[config.mk]
export PLATFORM = sky130hd
export DESIGN_NAME = dbg_run_ctrl
export DESIGN_NICKNAME = d
export VERILOG_FILES = /design/src/rtl/dbg_run_ctrl.sv
export SDC_FILE = /design/constraint.sdc
export NUM_CORES = 1
export LEC_CHECK = 0
export CORE_MARGIN = 2
export CORE_UTILIZATION = 43
export CTS_CLUSTER_SIZE = 24
export DETAILED_ROUTE_END_ITERATION = 10
export PLACE_DENSITY = 0.72
export SETUP_SLACK_MARGIN = 0.1
export SLEW_MARGIN = 15
export SYNTH_ARGS = -nofsm -noshare
export SYNTH_HDL_FRONTEND = slang
export SYNTH_SLANG_ARGS = --single-unit
[constraint.sdc]
create_clock -name clk1k -period 2.42 [get_ports clk1k]
set_clock_uncertainty 0.05 [all_clocks]
set_input_delay 0.363 -clock clk1k [delete_from_list [all_inputs] [get_ports clk1k]]
set_output_delay 0.363 -clock clk1k [all_outputs]
set_load 0.01 [all_outputs]
[src/rtl/dbg_run_ctrl.sv]
// Debug run/step/breakpoint controller for the single-cycle CPU top.
// Turns raw button levels into single accepted presses (edge detect plus
// lockout), sequences the CPU run enable, and owns the viewing address and
// the PC breakpoint register.
module dbg_run_ctrl #(
  parameter int unsigned LOCK_W = 8,
  parameter int unsigned ADDR_W = 8,
  parameter int unsigned PC_W   = 8
) (
  input  logic              clk1k,
  input  logic              rst,
  input  logic              cont,
  input  logic              step,
  input  logic              bp_set,
  input  logic              inc,
  input  logic              dec,
  input  logic              bp_en,
  input  logic [PC_W-1:0]   pc,
  output logic              run,
  output logic [ADDR_W-1:0] addr,
  output logic [PC_W-1:0]   bp_addr,
  output logic              at_bp,
  output logic [1:0]        state
);

  typedef enum logic [1:0] {
    HALT = 2'b00,
    RUN  = 2'b01,
    STEP = 2'b10,
    BRK  = 2'b11
  } state_t;

  state_t            st_q;
  logic [LOCK_W-1:0] lock;
  logic              cont_q, step_q, bp_set_q, inc_q, dec_q;
  logic              bp_mask;

  logic              lock_free;
  logic              p_cont, p_step, p_bp_set, p_inc, p_dec, p_hi;
  logic              w_cont, w_step, w_bp_set, w_inc, w_dec;
  logic              accept;
  logic              bp_hit;
  logic [PC_W-1:0]   bp_src;

  // Breakpoint source: low PC_W bits of addr, zero-extended if addr is narrower
  if (ADDR_W >= PC_W) begin : g_bp_trunc
    assign bp_src = addr[PC_W-1:0];
  end else begin : g_bp_ext
    assign bp_src = {{(PC_W - ADDR_W){1'b0}}, addr};
  end

  // Press detection and fixed-priority arbitration; inc+dec together cancel
  always_comb begin
    lock_free = (lock == '0);
    p_cont    = cont   & ~cont_q   & lock_free;
    p_step    = step   & ~step_q   & lock_free;
    p_bp_set  = bp_set & ~bp_set_q & lock_free;
    p_inc     = inc    & ~inc_q    & lock_free;
    p_dec     = dec    & ~dec_q    & lock_free;
    p_hi      = p_cont | p_step | p_bp_set;
    w_cont    = p_cont;
    w_step    = p_step & ~p_cont;
    w_bp_set  = p_bp_set & ~p_cont & ~p_step;
    w_inc     = p_inc & ~p_dec & ~p_hi;
    w_dec     = p_dec & ~p_inc & ~p_hi;
    accept    = w_cont | w_step | w_bp_set | w_inc | w_dec;
    bp_hit    = bp_en & (pc == bp_addr) & ~bp_mask;
  end

  // Button history and press lockout counter
  always_ff @(posedge clk1k) begin
    if (!rst) begin
      cont_q   <= 1'b0;
      step_q   <= 1'b0;
      bp_set_q <= 1'b0;
      inc_q    <= 1'b0;
      dec_q    <= 1'b0;
      lock     <= '0;
    end else begin
      cont_q   <= cont;
      step_q   <= step;
      bp_set_q <= bp_set;
      inc_q    <= inc;
      dec_q    <= dec;
      if (accept) begin
        lock <= LOCK_W'(1);
      end else if (!lock_free) begin
        lock <= lock + LOCK_W'(1);
      end
    end
  end

  // Viewing address and breakpoint register, accepted in every state
  always_ff @(posedge clk1k) begin
    if (!rst) begin
      addr    <= '0;
      bp_addr <= '0;
    end else begin
      if (w_inc) begin
        addr <= addr + ADDR_W'(1);
      end else if (w_dec) begin
        addr <= addr - ADDR_W'(1);
      end
      if (w_bp_set) begin
        bp_addr <= bp_src;
      end
    end
  end

  // Run-control FSM; bp_mask lets the CPU leave the breakpoint PC after resume
  always_ff @(posedge clk1k) begin
    if (!rst) begin
      st_q    <= HALT;
      bp_mask <= 1'b0;
    end else begin
      // later assignments in the case override this default mask clear
      if (pc != bp_addr) begin
        bp_mask <= 1'b0;
      end
      case (st_q)
        HALT: begin
          if (w_cont) begin
            st_q <= RUN;
          end else if (w_step) begin
            st_q <= STEP;
          end
        end
        RUN: begin
          if (bp_hit) begin
            st_q <= BRK;
          end else if (w_cont) begin
            st_q    <= HALT;
            bp_mask <= 1'b0;
          end
        end
        STEP: begin
          st_q    <= HALT;
          bp_mask <= 1'b0;
        end
        BRK: begin
          if (w_cont) begin
            st_q    <= RUN;
            bp_mask <= 1'b1;
          end else if (w_step) begin
            st_q    <= STEP;
            bp_mask <= 1'b1;
          end
        end
        default: begin
          st_q    <= HALT;
          bp_mask <= 1'b0;
        end
      endcase
    end
  end

  assign state = st_q;
  assign run   = (st_q == RUN) | (st_q == STEP);
  assign at_bp = (st_q == BRK);

endmodule

==> flow_metrics.tcl, run 1 <==
set metrics [dict create \
    cts_made_buffers 5 \
    path_max_fanout 6 \
    clk-insertion-delay-late_ps 280 \
    ir_drop_mv 0.3242 \
    track_usage_pct 17.74 \
    die_h_um 69.51 \
    firstDrtPassIters 4 \
    setup_tns_ps 0 \
    antenna_found_initial 0 \
    drc 0 \
    maxCapViolations 0 \
    cts-root-buf "clkbuf_8" \
    worst_r2r_path_depth 11 \
    yosys_most_used_dff "dfxtp_1" \
    antennaDiodeCount 0 \
    grt_overflow 0 \
    reg2reg_from "lock[1]$_SDFFE_PP0P_" \
    min-delay-start "bp_addr[1]$_SDFFE_PN0P_" \
    finalCriticalPeriod_ps 2367 \
    yosysTopAreaCellShare_pct 34.71 \
    synthCells 197 \
    synth-async-reset-ratio_pct 0 \
    worstHoldPathType "flop to flop" \
    worst_slew_pin_slew_ps 661.6 \
    drt-initial-drc-count 52 \
    rr_endpoint "addr[6]$_SDFFE_PN0P_" \
    cp-end-kind "flop" \
    startpoint_type "flop" \
    holdWs_ps 500.8 \
    placementRows 23 \
    wl_per_cell_um 13.16 \
    rsz0062_at_grt "yes" \
    outcome "completed" \
    cts_tree "yes" \
    setup_violations 0 \
    final_layout_size_suffix_gt1_share_pct 22.52 \
    crit_required_ps 2580 \
    setup_slack_ps 52.81 \
    area_growth_pct 43.19 \
    postRouteAntennaNets 0 \
    clk_path_buf_depth 2 \
    seq_area_sq_um 648.1 \
    htreeDepth 2 \
    worstSetupPathType "flop to flop" \
    grt_max_degree 20 \
    crit_arrival_ps 2520 \
    nFillCells 346 \
    finalCritPeriodShare_pct 97.82 \
    dieArea_sq_um 4832 \
    leakage_nw 1.000 \
    slowest_delay_ps 400 \
    coreArea_sq_um 4058 \
    io_pins 36 \
    reg2reg_slack_ps 50 \
    design_power_total_mw 1.575 \
    synth_fp_nets 225 \
    ctsHoldBuffers 0 \
    power_density_nw_per_um2 596.0 \
    drv_slew 0 \
    dpl_worst_slack_ps -158.2 \
    clock-sinks 32 \
    initial_core_util_pct 45.48 \
    ys_warn_count 0 \
    finalWirelength_um 4105 \
    yosys.area.top_type "dfxtp_1" \
    clk_pin_slew_ps 70 \
    via_per_inst 5.103 \
    hold_path_depth 2 \
    ys_seq_area_share_pct 34.71 \
    postSynthRegisterBits 32 \
    nets 289 \
    final_hold_viol_count 0 \
    routabilityCongestion 0.8523 \
    max-slew-margin-rel_pct 55.76 \
    yosysUniqueCellTypes 45 \
    synth_edf_count 0 \
    cpMaxStageDelayCell "fa_2" \
    dp_hpwl_um 3055 \
    multi_input_area_sq_um 1262 \
    num_vias 1592 \
    syn_area_sq_um 1846 \
    syn_avg_cell_area_sq_um 9.368 \
    synthTopCellsByArea "dfxtp_1 35%, ha_1 7.5%, mux2i_1 6.5%" \
    min_to "bp_addr[1]$_SDFFE_PN0P_" \
    grt_pass1_wl_um 6886 \
    max_freq_mhz 422.4 \
    port_buffers 35 \
    path_cells "inv_4 -> ha_4 -> nor4b_4 -> and4_4 -> nand2_8 -> fa_2 -> a211oi_2 -> o21bai_1 -> a21oi_2 -> nand4_1 -> o221ai_1" \
    die_x_um 69.51 \
    grt_pass1_vias 1546 \
]
## metrics by stage
stage	util (%)	area (sq um)	std cells
after floorplan	-	1944	197
after CTS	64.63	2623	311
after detailed placement	61.61	2500	300
final	65.12	2643	312
after global routing	65.12	2643	312
after global placement	61.61	2500	300
## report_power, final
group | switching, mW | internal (mW)
registers | 0.0434 | 0.562
clock network | 0.200 | 0.227
logic | 0.253 | 0.290
## logic make-up (layout without fill, tap and decap cells)
kind of cell,count (synthesis),count (layout),share of synthesized area [%]
AOI/OAI and AO/OA,35,35,12.95
xor gates and xnor gates,20,20,9.492
adders and majority gates,12,12,8.542
buffers and inverters,11,76,2.644
DFF,32,32,34.71
muxes,12,12,6.509
and+or+nand+nor,75,75,25.15
## cells in the mapped netlist (all sizes together) (2+ instances only)
| library cell | count |
|---|---|
| nand3 | 10 |
| nor2 | 8 |
| xor2 | 7 |
| nand4 | 4 |
| dfxtp | 32 |
| nand2b | 6 |
| mux2i | 12 |
| a211oi | 4 |
| a21oi | 8 |
| o21ai | 5 |
| o31ai | 2 |
| ha | 11 |
| nand2 | 12 |
| and3 | 3 |
| a21o | 3 |
| inv | 7 |
| o211ai | 2 |
| clkbuf | 3 |
| nor2b | 14 |
| nor3 | 4 |
| and2 | 8 |
| xnor2 | 13 |
| a21boi | 2 |
## worst max path at each step
stage	start	cells past startpoint	slack (ps)	to
finish	lock[1]$_SDFFE_PP0P_	11	50	addr[6]$_SDFFE_PN0P_
global route	lock[1]$_SDFFE_PP0P_	11	-80	addr[7]$_SDFFE_PN0P_
CTS	lock[1]$_SDFFE_PP0P_	11	100	addr[7]$_SDFFE_PN0P_
detailed placement	inc	11	-160	addr[7]$_SDFFE_PN0P_
global placement	inc	11	-120	addr[7]$_SDFFE_PN0P_
floorplan	lock[1]$_SDFFE_PP0P_	10	90	addr[6]$_SDFFE_PN0P_
## metal layers
layer	vias up	part of all wire, %	global-route usage (%)
li1	825	-	-
met1	733	46	21.95
met2	25	49	29.06
met3	9	3.1	3.779
met4	0	2.0	8.932
met5	-	0	0
## layout make-up
cell class              instances  area share (%)
clock inverters                 2          0.3788
flip-flops and latches         32           24.53
inverters                       7           1.184
repair buffers                 61           20.64
well taps                      50           2.367
clock buffers                   6           3.125
multi-input cells             154           47.77
## state kept, by name, indices dropped and copies added, names as in the netlist
signal	flops
step_q	1
bp_mask	1
lock	8
addr	8
inc_q	1
state	2
cont_q	1
bp_addr	8
bp_set_q	1
dec_q	1
## cells in the final DEF, fill, tap and decap left out, types with 4 or more instances in the layout
cell type | synthesis | final
xor2_1 | 7 | 7
ha_1 | 11 | 6
clkbuf_8 | 0 | 6
buf_4 | 0 | 26
dfxtp_1 | 32 | 30
nor2_1 | 8 | 8
clkdlybuf4s50_1 | 0 | 35
nand2_1 | 11 | 10
a21oi_1 | 8 | 6
nor2b_1 | 14 | 14
inv_1 | 7 | 5
nand2b_1 | 6 | 6
nand4_1 | 4 | 4
mux2i_1 | 12 | 12
and2_1 | 7 | 7
nand3_1 | 10 | 10
xnor2_1 | 13 | 13
o21ai_0 | 5 | 4
ha_4 | 0 | 5
## critical path: cells and delay by family (launching register included)
family	cells	cell delay, ps
compound gates	4	600
fa+ha+maj	2	510
buf+inv	1	50
flops	1	350
simple gates	4	730
## timing repair
| item | CTS | global route |
|---|---|---|
| setup endpoints to repair | 3 | 4 |
| pin swaps | 9 | 10 |
| resized for setup | 4 | 3 |
| setup buffers | 3 | 1 |
Note: power is estimated with default switching activity, not from simulation.
==> run 2: changes to the inputs <==
CTS_CLUSTER_DIAMETER = 200   (was unset)
PLACE_DENSITY = unset   (was 0.72)
PLACE_DENSITY_LB_ADDON = 0.3   (was unset)
==> flow_metrics.tcl, run 2 (synthesis results as in run 1) <==
set metrics [dict create \
    path_max_fanout 6 \
    wl_met1_um 1909 \
    area_growth_pct 43.32 \
    mostFrequentLayoutCell "clkdlybuf4s50_1" \
    track_usage_pct 18.18 \
    grt_overflow 0 \
    worst_slew_pin_slew_ps 427.7 \
    finalCritPeriodShare_pct 98.40 \
    antenna_found_initial 0 \
    grt_pass1_wl_um 7107 \
    final_layout_size_suffix_gt1_share_pct 22.31 \
    worstHoldPathType "flop to flop" \
    wl_per_cell_um 13.55 \
    finalWirelength_um 4200 \
    clk_pin_slew_ps 70 \
    slowest_delay_ps 350 \
    setup_tns_ps 0 \
    power_density_nw_per_um2 607.7 \
    htreeDepth 2 \
    routabilityCongestion 0.8491 \
    cpMaxStageDelayCell "dfxtp_4" \
    drc 0 \
    max-slew-margin-rel_pct 71.40 \
    fin_util_pct 65.19 \
    cts-root-buf "clkbuf_8" \
    crit_family "simple AND/OR/NAND/NOR gates" \
    crit_required_ps 2610 \
    firstDrtPassIters 4 \
    die_h_um 69.51 \
    grt_pass1_vias 1544 \
    rsz0062_at_grt "yes" \
    nets 288 \
    max_freq_mhz 419.9 \
    cts_made_buffers 5 \
    clk_path_buf_depth 2 \
    dpl_cell_area_sq_um 2485 \
    holdWs_ps 503.5 \
    drv_slew 0 \
    startpoint_type "flop" \
    setup_slack_ps 38.72 \
    ctsHoldBuffers 0 \
    nFillCells 341 \
    finalCriticalPeriod_ps 2381 \
    num_vias 1614 \
    placementRows 23 \
    maxCapViolations 0 \
    worstSetupPathType "flop to flop" \
    path_cells "inv_4 -> ha_4 -> nor4b_4 -> and4_4 -> nand2_8 -> ha_4 -> o211ai_1 -> o211ai_1 -> nand2_1 -> o31a_1 -> nand3_1" \
    dp_hpwl_um 3095 \
    design_power_total_mw 1.607 \
    postLayoutCellArea_sq_um 2645 \
    grt_max_degree 14 \
    setup_violations 0 \
    met2_length_um 2037 \
    io_pins 36 \
    dieArea_sq_um 4832 \
    final_cell_mix "35 x clkdlybuf4s50_1, 30 x dfxtp_1, 25 x buf_4" \
    initial_core_util_pct 45.48 \
    postRouteAntennaNets 0 \
    die_x_um 69.51 \
    coreArea_sq_um 4058 \
    multi_input_area_sq_um 1269 \
    instances_no_fill 310 \
    ir_drop_mv 0.3537 \
    clock-sinks 32 \
    top_layer "met4" \
    port_buffers 35 \
    final_hold_viol_count 0 \
    cp-end-kind "flop" \
    cts_tree "yes" \
    outcome "completed" \
    via_per_inst 5.206 \
    seq_area_sq_um 648.1 \
    post-place-cells 298 \
    leakage_nw 0.9950 \
    crit_arrival_ps 2570 \
    drt-initial-drc-count 65 \
    reg_top3 "addr (8), bp_addr (8), lock (8)" \
    crit_buf_inv 1 \
    dpl_worst_slack_ps -219.6 \
    clk-insertion-delay-late_ps 290 \
    antennaDiodeCount 0 \
    route.met3.wl_um 191 \
]
==> run 2: cell types whose count changed in the layout (fill, tap and decap cells not counted), sizes merged <==
cell    previous run  this run
clkinv             2         0
buf               26        25
clkbuf             6         7
==> run 2: path summary, 6_finish.rpt <==
check | from | endpoint | slack, ps | depth (start not counted)
setup reg to reg | lock[1]$_SDFFE_PP0P_ | addr[7]$_SDFFE_PN0P_ | 40 | 11
hold reg to reg | bp_addr[2]$_SDFFE_PN0P_ | bp_addr[2]$_SDFFE_PN0P_ | 500 | 2
hold / removal | bp_addr[2]$_SDFFE_PN0P_ | bp_addr[2]$_SDFFE_PN0P_ | 500 | 2
setup / recovery | lock[1]$_SDFFE_PP0P_ | addr[7]$_SDFFE_PN0P_ | 40 | 11
==> run 2: where the power goes <==
group          total [mW]  internal (mW)  switching (mW)  leakage, nW
Sequential          0.607          0.562          0.0451        0.262
Clock               0.450          0.253           0.197       0.0503
Combinational       0.550          0.293           0.257        0.683
==> run 2: area by class of cell <==
type	instances	area share (%)
multi-input combinational	154	47.97
timing repair buffer	60	20.34
tap	50	2.365
sequential	32	24.50
clock buffer	7	3.642
inverter	7	1.183
==> run 2: what timing repair did <==
action | 4_1_cts | 5_1_grt
cloned | 0 | 0
setup endpoints to repair | 3 | 5
gates resized for setup | 4 | 5
pin swaps | 7 | 9
buffers inserted | 3 | 2
==> run 2: worst min-delay path: stages, from the launching register on <==
cell     delay [ps]
dfxtp_1         330
mux2i_1         130
nor2b_1          50
==> run 2: per-layer routing <==
metal  GRT usage, %  vias to the layer above
met5              0                        -
met3          5.233                        7
met2          29.49                       33
met4          4.793                        0
met1          23.66                      752
li1               -                      822
